File: src/rtl/i2s_rx_capture.sv
// I2S receive front end: synchronizes SCLK/LRCLK/Din, deserializes left/right words
// and queues complete stereo frames in a show-ahead FIFO with overflow/framing status.
module i2s_rx_capture #(
  parameter int DATA_WIDTH = 24,
  parameter int FIFO_DEPTH = 8,
  parameter int CNT_WIDTH  = 8
) (
  input  logic                          CLK,
  input  logic                          RESET,
  input  logic                          enable,
  input  logic                          SCLK,
  input  logic                          LRCLK,
  input  logic                          Din,
  output logic                          out_valid,
  input  logic                          out_ready,
  output logic [DATA_WIDTH-1:0]         out_left,
  output logic [DATA_WIDTH-1:0]         out_right,
  output logic [$clog2(FIFO_DEPTH):0]   fifo_level,
  output logic                          overflow,
  output logic [CNT_WIDTH-1:0]          drop_count,
  output logic                          short_word,
  input  logic                          clear_status
);

  localparam int AW = $clog2(FIFO_DEPTH);
  localparam int BW = $clog2(DATA_WIDTH + 1);
  localparam logic [BW-1:0] BITS_FULL  = BW'(DATA_WIDTH);
  localparam logic [BW-1:0] BITS_LAST  = BW'(DATA_WIDTH - 1);
  localparam logic [AW:0]   LEVEL_FULL = (AW + 1)'(FIFO_DEPTH);

  // Pin order in the synchronizer vectors: {SCLK, LRCLK, Din}
  logic [2:0] sync1_reg, sync2_reg;
  logic       sclk_hist_reg, rise_reg, lrclk_s_reg, din_s_reg;

  always_ff @(posedge CLK or posedge RESET) begin
    if (RESET) begin
      sync1_reg     <= '0;
      sync2_reg     <= '0;
      sclk_hist_reg <= 1'b0;
      rise_reg      <= 1'b0;
      lrclk_s_reg   <= 1'b0;
      din_s_reg     <= 1'b0;
    end else begin
      sync1_reg     <= {SCLK, LRCLK, Din};
      sync2_reg     <= sync1_reg;
      sclk_hist_reg <= sync2_reg[2];
      rise_reg      <= sync2_reg[2] & ~sclk_hist_reg;
      lrclk_s_reg   <= sync2_reg[1];
      din_s_reg     <= sync2_reg[0];
    end
  end

  logic [BW-1:0]         bit_cnt_reg, bit_cnt_next;
  logic [DATA_WIDTH-1:0] shreg_reg, shreg_next;
  logic [DATA_WIDTH-1:0] left_hold_reg, left_hold_next;
  logic                  left_ok_reg, left_ok_next;
  logic                  chan_reg, chan_next;
  logic                  chan_valid_reg, chan_valid_next;
  logic                  lr_prev_reg, lr_prev_next;
  logic                  seen_reg, seen_next;
  logic                  push_req_reg, push_req_next;
  logic                  short_evt;

  always_ff @(posedge CLK or posedge RESET) begin
    if (RESET) begin
      bit_cnt_reg    <= BITS_FULL;
      shreg_reg      <= '0;
      left_hold_reg  <= '0;
      left_ok_reg    <= 1'b0;
      chan_reg       <= 1'b0;
      chan_valid_reg <= 1'b0;
      lr_prev_reg    <= 1'b0;
      seen_reg       <= 1'b0;
      push_req_reg   <= 1'b0;
    end else begin
      bit_cnt_reg    <= bit_cnt_next;
      shreg_reg      <= shreg_next;
      left_hold_reg  <= left_hold_next;
      left_ok_reg    <= left_ok_next;
      chan_reg       <= chan_next;
      chan_valid_reg <= chan_valid_next;
      lr_prev_reg    <= lr_prev_next;
      seen_reg       <= seen_next;
      push_req_reg   <= push_req_next;
    end
  end

  // A word only counts as framed (chan_valid) when its delay slot was preceded by
  // another enabled rise, so the first LRCLK edge seen after reset/enable is ignored.
  always_comb begin
    bit_cnt_next    = bit_cnt_reg;
    shreg_next      = shreg_reg;
    left_hold_next  = left_hold_reg;
    left_ok_next    = left_ok_reg;
    chan_next       = chan_reg;
    chan_valid_next = chan_valid_reg;
    lr_prev_next    = lr_prev_reg;
    seen_next       = seen_reg;
    push_req_next   = 1'b0;
    short_evt       = 1'b0;
    if (!enable) begin
      bit_cnt_next    = BITS_FULL;
      left_ok_next    = 1'b0;
      chan_valid_next = 1'b0;
      seen_next       = 1'b0;
    end else if (rise_reg) begin
      seen_next = 1'b1;
      if (lrclk_s_reg != lr_prev_reg) begin
        lr_prev_next    = lrclk_s_reg;
        bit_cnt_next    = '0;
        chan_next       = lrclk_s_reg;
        chan_valid_next = seen_reg;
        short_evt       = chan_valid_reg && (bit_cnt_reg < BITS_FULL);
        if (!lrclk_s_reg) left_ok_next = 1'b0;
      end else if (bit_cnt_reg < BITS_FULL) begin
        shreg_next   = {shreg_reg[DATA_WIDTH-2:0], din_s_reg};
        bit_cnt_next = bit_cnt_reg + BW'(1);
        if (bit_cnt_reg == BITS_LAST) begin
          if (!chan_reg) begin
            left_hold_next = shreg_next;
            left_ok_next   = 1'b1;
          end else if (left_ok_reg) begin
            push_req_next = 1'b1;
            left_ok_next  = 1'b0;
          end
        end
      end
    end
  end

  logic [2*DATA_WIDTH-1:0] mem_reg [FIFO_DEPTH];
  logic [AW-1:0]           wr_ptr_reg, rd_ptr_reg;
  logic [AW:0]             level_reg;
  logic                    overflow_reg, short_word_reg;
  logic [CNT_WIDTH-1:0]    drop_count_reg;
  logic                    pop, full, wr_en, drop;

  assign pop   = (level_reg != '0) && out_ready;
  assign full  = (level_reg == LEVEL_FULL);
  assign wr_en = push_req_reg && (!full || pop);
  assign drop  = push_req_reg && full && !pop;

  // Right word stays in shreg_reg until the next rise, so the frame is written from it directly
  always_ff @(posedge CLK or posedge RESET) begin
    if (RESET) begin
      for (int i = 0; i < FIFO_DEPTH; i++) mem_reg[i] <= '0;
      wr_ptr_reg <= '0;
      rd_ptr_reg <= '0;
      level_reg  <= '0;
    end else begin
      if (wr_en) begin
        mem_reg[wr_ptr_reg] <= {left_hold_reg, shreg_reg};
        wr_ptr_reg          <= wr_ptr_reg + AW'(1);
      end
      if (pop) rd_ptr_reg <= rd_ptr_reg + AW'(1);
      if (wr_en && !pop)      level_reg <= level_reg + (AW + 1)'(1);
      else if (!wr_en && pop) level_reg <= level_reg - (AW + 1)'(1);
    end
  end

  always_ff @(posedge CLK or posedge RESET) begin
    if (RESET) begin
      overflow_reg   <= 1'b0;
      drop_count_reg <= '0;
      short_word_reg <= 1'b0;
    end else if (clear_status) begin
      overflow_reg   <= 1'b0;
      drop_count_reg <= '0;
      short_word_reg <= 1'b0;
    end else begin
      if (drop) begin
        overflow_reg <= 1'b1;
        if (drop_count_reg != {CNT_WIDTH{1'b1}}) drop_count_reg <= drop_count_reg + CNT_WIDTH'(1);
      end
      if (short_evt) short_word_reg <= 1'b1;
    end
  end

  assign out_valid  = (level_reg != '0);
  assign out_left   = mem_reg[rd_ptr_reg][2*DATA_WIDTH-1:DATA_WIDTH];
  assign out_right  = mem_reg[rd_ptr_reg][DATA_WIDTH-1:0];
  assign fifo_level = level_reg;
  assign overflow   = overflow_reg;
  assign drop_count = drop_count_reg;
  assign short_word = short_word_reg;

endmodule

File: config.mk
export PLATFORM = sky130hd
export DESIGN_NAME = i2s_rx_capture
export DESIGN_NICKNAME = d
export VERILOG_FILES = /design/src/rtl/i2s_rx_capture.sv
export SDC_FILE = /design/constraint.sdc
export NUM_CORES = 1
export LEC_CHECK = 0
export ABC_AREA = 1
export ABC_CLOCK_PERIOD_IN_PS = 23000
export CAP_MARGIN = 0
export CORE_MARGIN = 8
export CORE_UTILIZATION = 60
export CTS_CLUSTER_SIZE = 16
export DETAILED_ROUTE_END_ITERATION = 6
export GPL_TIMING_DRIVEN = 1
export PLACE_DENSITY = 0.75
export SLEW_MARGIN = 10
export SYNTH_ARGS = -nofsm -noshare
export SYNTH_HDL_FRONTEND = slang
export SYNTH_SLANG_ARGS = --single-unit
File: constraint.sdc
create_clock -name CLK -period 23 [get_ports CLK]
set_input_delay 6.9 -clock CLK [delete_from_list [all_inputs] [get_ports CLK]]
set_output_delay 6.9 -clock CLK [all_outputs]
set_load 0.02 [all_outputs]
Yosys cells after proc, flatten, opt, wreduce, memory -nomap -nowiden
Index checks and enable logic that the tools add are counted.

storage, ports and cells
  register bits = 472
  bits of input ports = 8
  output and inout bits = 63

cells by class
  add/sub/neg operators = 6
  $lt $le $gt $ge = 4
  equal/unequal tests = 9
  muxes and demuxes = 41
  bitwise gates (word level) = 6
  reduce and logical (&&, ||, !) cells = 24

operator list
  kind                                                              number
  384-bit bitwise mux                                               1
  48-bit binary-select mux with 3-bit select                        1
  48-bit demux with 3-bit select                                    1
  48-bit 2-to-1 mux                                                 3
  1-bit 2-to-1 mux                                                  26
  8-bit 2-to-1 mux                                                  3
  5-bit 2-to-1 mux                                                  4
  8-bit by 1-bit adder with 8-bit output (second input constant)    1
  4-bit >= comparator (second input constant)                       2
  1-bit logical AND                                                 8
  4-bit 2-to-1 mux                                                  2
  8-bit != test (second input constant)                             1
  3-bit NOT with 4-bit output                                       2
  4-bit AND reduction                                               2
  2-bit nonzero test                                                4
  3-bit by 1-bit adder with 3-bit output (second input constant)    2
  3-bit by 1-bit != test with 1-bit output (second input constant)  2
  2-bit AND reduction                                               3
  6-bit AND reduction                                               1
  5-bit by 1-bit adder with 5-bit output (second input constant)    1
  5-bit == test (second input constant)                             1
  5-bit < comparator (second input constant)                        1
  4-bit by 1-bit adder with 4-bit output (second input constant)    1
  4-bit == test (second input constant)                             1
  11 further kinds                                                  16

Depth between registers and ports, before layout
Gate-level depths: netlist of the first run.

  depth after elaboration = 8
  depth in mapped cells = 16
  mapped depth without buffers = 14

Worst setup path after synthesis of the first run
No wires, ideal clock.

  path kind = in2reg
  start point = input out_ready
  end point = register level_reg[3] (netlist: fifo_level[3])
  arrival = 8.593 ns
  data required time = 22.934 ns
  path slack = 14.341 ns
  cell stages on the path = 13
  path buffers = 2
  cells stage by stage = nand3b_1 > nand2_2 > inv_2 > buf_6 > buf_2 > ha_1 > inv_1 > ha_1 > or2_2 > nand2_1 > xnor2_1 > nand2_1 > nand2_1

on the way
  cells in the longest elaborated chain, start to end = 6
  elaborated cells on any way between the ends = 9

RTL lines
  item                                 line  text
  from (decl)                          15    input logic out_ready,
  1-bit logical AND *                  138   assign pop = (level_reg != '0) && out_ready;
  1-bit logical OR *                   140   assign wr_en = push_req_reg && (!full || pop);
  1-bit logical AND *                  140
  net wr_en                            136   logic pop, full, wr_en, drop;
  1-bit zero test                      157   else if (!wr_en && pop) level_reg <= level_reg - (AW + 1)'(1);
  1-bit logical AND                    157
  2-bit nonzero test (no source line)  --
  to (signal assigned)                 156   if (wr_en && !pop) level_reg <= level_reg + (AW + 1)'(1);
  to (signal assigned)                 157
  to (decl)                            133   logic [AW:0] level_reg;

The timed path passes the listed nets; every way through them passes the cells marked *.
A chain may end at the register's enable or synchronous reset.

Worst setup path after layout of the first run
  start point = register rd_ptr_reg[0]
  end point = output out_left[13]

on the way
  cells in the longest elaborated chain, start to end = 4

RTL lines
  item                                               line  text
  from (decl)                                        132   logic [AW-1:0] wr_ptr_reg, rd_ptr_reg;
  from (signal assigned)                             155   if (pop) rd_ptr_reg <= rd_ptr_reg + AW'(1);
  3-bit NOT with 4-bit output (not written as such)  180   assign out_left = mem_reg[rd_ptr_reg][2*DATA_WIDTH-1:DATA_WIDTH];
  48-bit binary-select mux with 3-bit select         180
  48-bit 2-to-1 mux (2 in series)                    --
  to (decl)                                          16    output logic [DATA_WIDTH-1:0] out_left,

Every way passes these cells. The select of a mux whose other input is x is not followed.

==> results of run 1 <==
## cells in the final DEF, fill, tap and decap left out, drive strengths merged
cell | netlist | layout
a21oi | 7 | 7
inv | 52 | 52
nor2 | 228 | 228
nand2 | 1046 | 1046
buf | 146 | 32
xor2 | 3 | 3
nor3 | 1 | 1
o21ai | 251 | 251
ha | 8 | 8
or2 | 1 | 1
dfrtp | 470 | 470
dfstp | 2 | 2
nand4 | 1 | 1
nand3b | 2 | 2
nor4 | 1 | 1
xnor2 | 6 | 6
clkbuf | 109 | 77
fa | 1 | 1
nand3 | 401 | 401
clkdlybuf4s50 | 0 | 70
a31oi | 1 | 1
bufinv | 0 | 1
o22ai | 96 | 96
clkinv | 1 | 8
## per-layer routing
layer  wire length (µm)  up-vias  track usage, %
li1                   -     8948               -
met1              25400     9371            39.0
met2              29900     1025            46.7
met3               6340      145            5.18
met4               1860        0            10.3
met5                  0        -               0
## through the flow
stage | setup WS (ps) | total power (W)
6_report | 11520 | 0.00167
5_1_grt | 11310 | 0.00172
4_1_cts | 11600 | 0.00168
3_5_place_dp | 11540 | 0.000922
3_3_place_gp | 11570 | 0.000920
2_1_floorplan | 2940 | 0.000902
## final cells by class
| type | instances | area [µm²] | share of cell area, % |
|---|---|---|---|
| Sequential cell | 472 | 11800 | 49.0 |
| Tap cell | 468 | 586 | 2.43 |
| Multi-Input combinational cell | 2054 | 9020 | 37.4 |
| Timing Repair Buffer | 102 | 953 | 3.95 |
| Clock buffer | 77 | 1470 | 6.10 |
| Inverter | 53 | 216 | 0.897 |
| Clock inverter | 8 | 65.1 | 0.270 |
## where the power goes
part,leakage [nW],switching (W),internal (W),total [W]
Clock,0.763,0.000316,0.000446,0.000763
Sequential,6.53,0.0000194,0.000841,0.000860
Combinational,5.46,0.0000352,0.0000111,0.0000463
Total,12.8,0.000371,0.00130,0.00167
## worst register-to-register path: cells and delay by family, from the launching register on
| family | cells | cell delay (ps) |
|---|---|---|
| buffers and inverters | 3 | 2280 |
| AND/OR/NAND/NOR | 5 | 700 |
| flip-flops | 1 | 480 |
## final timing paths
| check | end | slack (ps) | startpoint |
|---|---|---|---|
| setup reg to reg | mem_reg[100] | 19470 | fifo_level[0] |
| min in group asynchronous | sync1_reg[1] | 6860 | RESET |
| hold reg to reg | sync2_reg[1] | 350 | sync1_reg[1] |
| setup / recovery | out_left[13] | 11520 | rd_ptr_reg[0] |
| hold / removal | sync2_reg[1] | 350 | sync1_reg[1] |
| max in group asynchronous | mem_reg[179] | 12330 | RESET |
## kinds of logic (layout without fill, tap and decap cells)
group,Yosys count,in the layout,synth area share [%]
simple gates,1681,1681,30.6
buf+inv,308,240,7.04
fa+ha+maj,9,9,0.538
xor+xnor,9,9,0.353
flops,472,472,52.9
compound gates,355,355,8.50
==> flow_summary.ini, run 1 <==
[logic_synthesis]
async_reset_ff_share_pct = 100
netlist.area_leader.share_pct = 52.7
ys_top_cells_by_count = nand2_1, dfrtp_1, nand3_1, o21ai_0, nor2_1
ys_types = 30
synthesis.nets = 2851
ys_ff_latch = 472
ys.flop_type = dfrtp_1
seq_area_frac_synth_pct = 52.9
syn_avg_cell_area_um2 = 7.88
synth.most_common_cell = nand2_1
synth_area_leaders = dfrtp_1, nand2_1, nand3_1
yosysTopAreaCell = dfrtp_1
syn_area_um2 = 22300
yosysWarnings = 0
synth_cells = 2834
synth-edff-count = 0

[power_and_ir_drop]
p_per_area_nw_per_um2 = 69.2
leakage_nw = 12.8
ir_drop_v = 0.0000618

[job]
drv_cap = 0

[critical_path]
path_buf_inv = 4
end_kind = output pin
r2r_cells = 8
path_depth = 8
cp_slowest_cell = buf_4
worstPathArrival_ps = 4580
path_delay_family = buffers and inverters
max_stage_delay_ps = 820
start_kind = flop
required_ps = 16100
crit_fanout = 83
worstSetupPathType = reg2out
path_cells = inv_4 -> buf_4 -> buf_4 -> o21ai_0 -> o22ai_1 -> nand2_1 -> nand2_1 -> clkdlybuf4s50_1

[timing]
fmax_mhz = 87.1
final-setup-viol-count = 0
fin_crit_sh_pct = 49.9
rsz0062_at_grt = no
final_hold_viol_count = 0
tightestPinTransition_ps = 1150
period_needed_ps = 11480
fin_tns_setup_ps = 0
maxSlewViolCount = 0
holdWs_ps = 349
maxSlewHeadroom_pct = 23.1
fin_skew_ps = 22.0

[min_path]
min_path_cells = 0
hp-class = reg2reg

[clocking]
hold_buffers = 0
path_clk_slew_ps = 60
cts_buffers = 48
cts_setup_buffers = 0
cts_tree = built
clockBufferDepth = 3
h-tree-depth = 2
cts-root-buf = clkbuf_16
numClockSinks = 472
post_cts_resized = 0
clk_latency_ps = 560

[global_route]
grt_overflow_total = 0
grt_pass1_vias = 19000
antenna_found_initial = 0
grt_start_max_net_pins = 164
gr-usage-all-layers_pct = 28.9
grt_pass1_wl_mm = 103

[drt]
drt_wl_total_mm = 63.6
drt_iter0_drc = 2060
drc = 0
first_pass_iters = 6
vias_per_cell = 6.03
routedWlPerCell_um = 19.7
vias = 19500
ant_nets = 0

[layout]
drive_above_1_share_pct = 4.88
stdcell_count = 3234
largest_register_ffs = 384
nets = 2748
diodes = 0
fin_area_um2 = 24100
synthToLayoutAreaGrowth_pct = 8.12
fillers = 3080
utilization_pct = 65.9

[floorplan]
start_util_pct = 61.0
die_h_um = 209
floorplan.core_area_um2 = 36600
row_count = 70
dieWidth_um = 209
die_area_um2 = 43600
ios = 71

[place]
portBuffers = 70
place_congestion = 0.796
dpl.hpwl_mm = 32.3
placed_area_um2 = 22600
place_inst = 3149

[run_status]
outcome = completed
(Power assumes the default switching activity.)
==> inputs of run 2 (changes only) <==
--- a/config.mk
+++ b/config.mk
@@ -6,14 +6,14 @@
 export NUM_CORES = 1
 export LEC_CHECK = 0
 export ABC_AREA = 1
-export ABC_CLOCK_PERIOD_IN_PS = 23000
+export ABC_CLOCK_PERIOD_IN_PS = 10400
 export CAP_MARGIN = 0
 export CORE_MARGIN = 8
-export CORE_UTILIZATION = 60
+export CORE_UTILIZATION = 56
 export CTS_CLUSTER_SIZE = 16
 export DETAILED_ROUTE_END_ITERATION = 6
 export GPL_TIMING_DRIVEN = 1
-export PLACE_DENSITY = 0.75
+export PLACE_DENSITY = 0.74
 export SLEW_MARGIN = 10
 export SYNTH_ARGS = -nofsm -noshare
 export SYNTH_HDL_FRONTEND = slang
==> constraint.sdc (replaced) <==
create_clock -name CLK -period 10.4 [get_ports CLK]
set_input_delay 3.12 -clock CLK [delete_from_list [all_inputs] [get_ports CLK]]
set_output_delay 3.12 -clock CLK [all_outputs]
set_load 0.02 [all_outputs]
==> run 2 against run 1 <==
Final area increased by 0.47%. Setup slack got worse by 8600 ps. Combinational power increased by 130%. Via count increased by 0.31%. Sequential cell count unchanged. Count of clock-buffer cells in the layout decreased by 7.
==> flow_summary.ini, run 2 (synthesis gave the netlist of run 1 again) <==
[power_and_ir_drop]
clkPwrFrac_pct = 46.9
leakage_nw = 12.8
p_seq_share_pct = 50.3
p_per_area_nw_per_um2 = 155
ir_drop_v = 0.000129
internal_power_w = 0.00293
power.net_switching_w = 0.000841
switching_share_pct = 22.3
combPwrFrac_pct = 2.8

[min_path]
hp-class = reg2reg

[floorplan]
start_util_pct = 56.4
die_area_um2 = 46500
row_count = 73
dieWidth_um = 216
floorplan.core_area_um2 = 39500
die_h_um = 216
ios = 71

[critical_path]
r2r_slack_ps = 6800
r2r_cells = 8
start_kind = flop
crit_start = rd_ptr_reg[0]
end_kind = output pin
required_ps = 7280
worstPathArrival_ps = 4320
worstSetupPathType = reg2out
worstReg2RegStart = fifo_level[0]
critPathCapture = out_right[20]
worstReg2RegEnd = mem_reg[259]
crit_fanout = 99

[run_status]
outcome = completed

[drt]
drt_wl_total_mm = 64.5
vias_per_cell = 5.95
first_pass_iters = 5
drc = 0
vias = 19600
ant_nets = 0
drt_iter0_drc = 2225
routedWlPerCell_um = 19.6

[clocking]
cts_tree = built
path_clk_slew_ps = 60
clockBufferDepth = 3
cts-root-buf = clkbuf_16
cts_buffers = 48
cts_setup_buffers = 0
clk_latency_ps = 580
post_cts_resized = 0
numClockSinks = 472
h-tree-depth = 2
hold_buffers = 0

[timing]
final_hold_viol_count = 0
period_needed_ps = 7440
fmax_mhz = 134
tightestPinTransition_ps = 1150
fin_tns_setup_ps = 0
fin_skew_ps = 10.6
fin_crit_sh_pct = 71.5
maxSlewHeadroom_pct = 23.2
final-setup-viol-count = 0
rsz0062_at_grt = no
holdWs_ps = 346
maxSlewViolCount = 0

[layout]
largest_register_ffs = 384
multi_input_area_um2 = 9030
synthToLayoutAreaGrowth_pct = 8.63
mostFrequentLayoutCells = nand2_1, dfrtp_1, nand3_1
final-seq-area_um2 = 11800
drive_above_1_share_pct = 4.67
utilization_pct = 61.3
final_common_cell = nand2_1
diodes = 0
nets = 2745
fillers = 3466

[global_route]
grt_pass1_wl_mm = 103
grt_overflow_total = 0
antenna_found_initial = 0
grt_pass1_vias = 18900
grt_start_max_net_pins = 186
gr-usage-all-layers_pct = 27.3

[job]
drv_cap = 0

[place]
portBuffers = 70
dpl.hpwl_mm = 32.0
place_congestion = 0.799
-- run 2: changes by cell type in the layout (fill, tap and decap cells not counted), sizes merged --
cell and change:
bufinv +5, clkinvlp +4, buf -3, clkinv -2
clkbuf -7
-- run 2: worst min path at each step --
stage                       startpoint  slack, ps  cells past startpoint            to
after detailed placement  sync2_reg[0]        340                      0     din_s_reg
after CTS                 sync2_reg[1]        350                      0   lrclk_s_reg
final                     sync2_reg[1]        350                      0   lrclk_s_reg
after global placement    sync1_reg[0]        340                      0  sync2_reg[0]
after global routing      sync2_reg[1]        350                      0   lrclk_s_reg
after floorplan           sync2_reg[0]        330                      0     din_s_reg
-- run 2: power groups by stage --
stage / combinational [W] / sequential, W / clock (W)
after CTS: 0.000107 / 0.00190 / 0.00179
final: 0.000105 / 0.00190 / 0.00177
after global placement: 0.000104 / 0.00193 / 0
after global routing: 0.000122 / 0.00190 / 0.00186
after floorplan: 0.0000912 / 0.00191 / 0
after detailed placement: 0.000107 / 0.00193 / 0
-- run 2: worst max-delay path, stage by stage, from the launching register on --
cell	delay, ps
dfrtp_4	670
inv_4	780
buf_4	920
o21ai_0	250
o22ai_1	190
nand2_1	70
nand2_1	150
clkdlybuf4s50_1	620
-- run 2: layout make-up --
class,instances,area share (%)
flip-flops and latches,472,48.8
multi-input cells,2054,37.2
clock buffers,70,5.55
repair buffers,99,3.89
well taps,525,2.71
clock inverters,15,0.975
inverters,53,0.877
-- run 2: routing by layer --
metal  global-route usage, %  vias up  share of wire, %
li1                        -     8963                 -
met1                    36.5     9392                40
met2                    43.9     1003                47
met3                    4.24      192               9.5
met4                    12.2        0               3.8
met5                       0        -                 0
-- run 2: stage by stage --
stage / power (W) / setup slack (ps) / instances / cell area, µm²
2_1_floorplan: 0.00200 / 889 / 2834 / 22300
3_3_place_gp: 0.00203 / 3700 / 3203 / 22700
3_5_place_dp: 0.00204 / 3660 / 3203 / 22700
4_1_cts: 0.00379 / 3010 / 3288 / 24200
5_1_grt: 0.00388 / 2760 / 3288 / 24200
6_report: 0.00377 / 2960 / 3288 / 24200
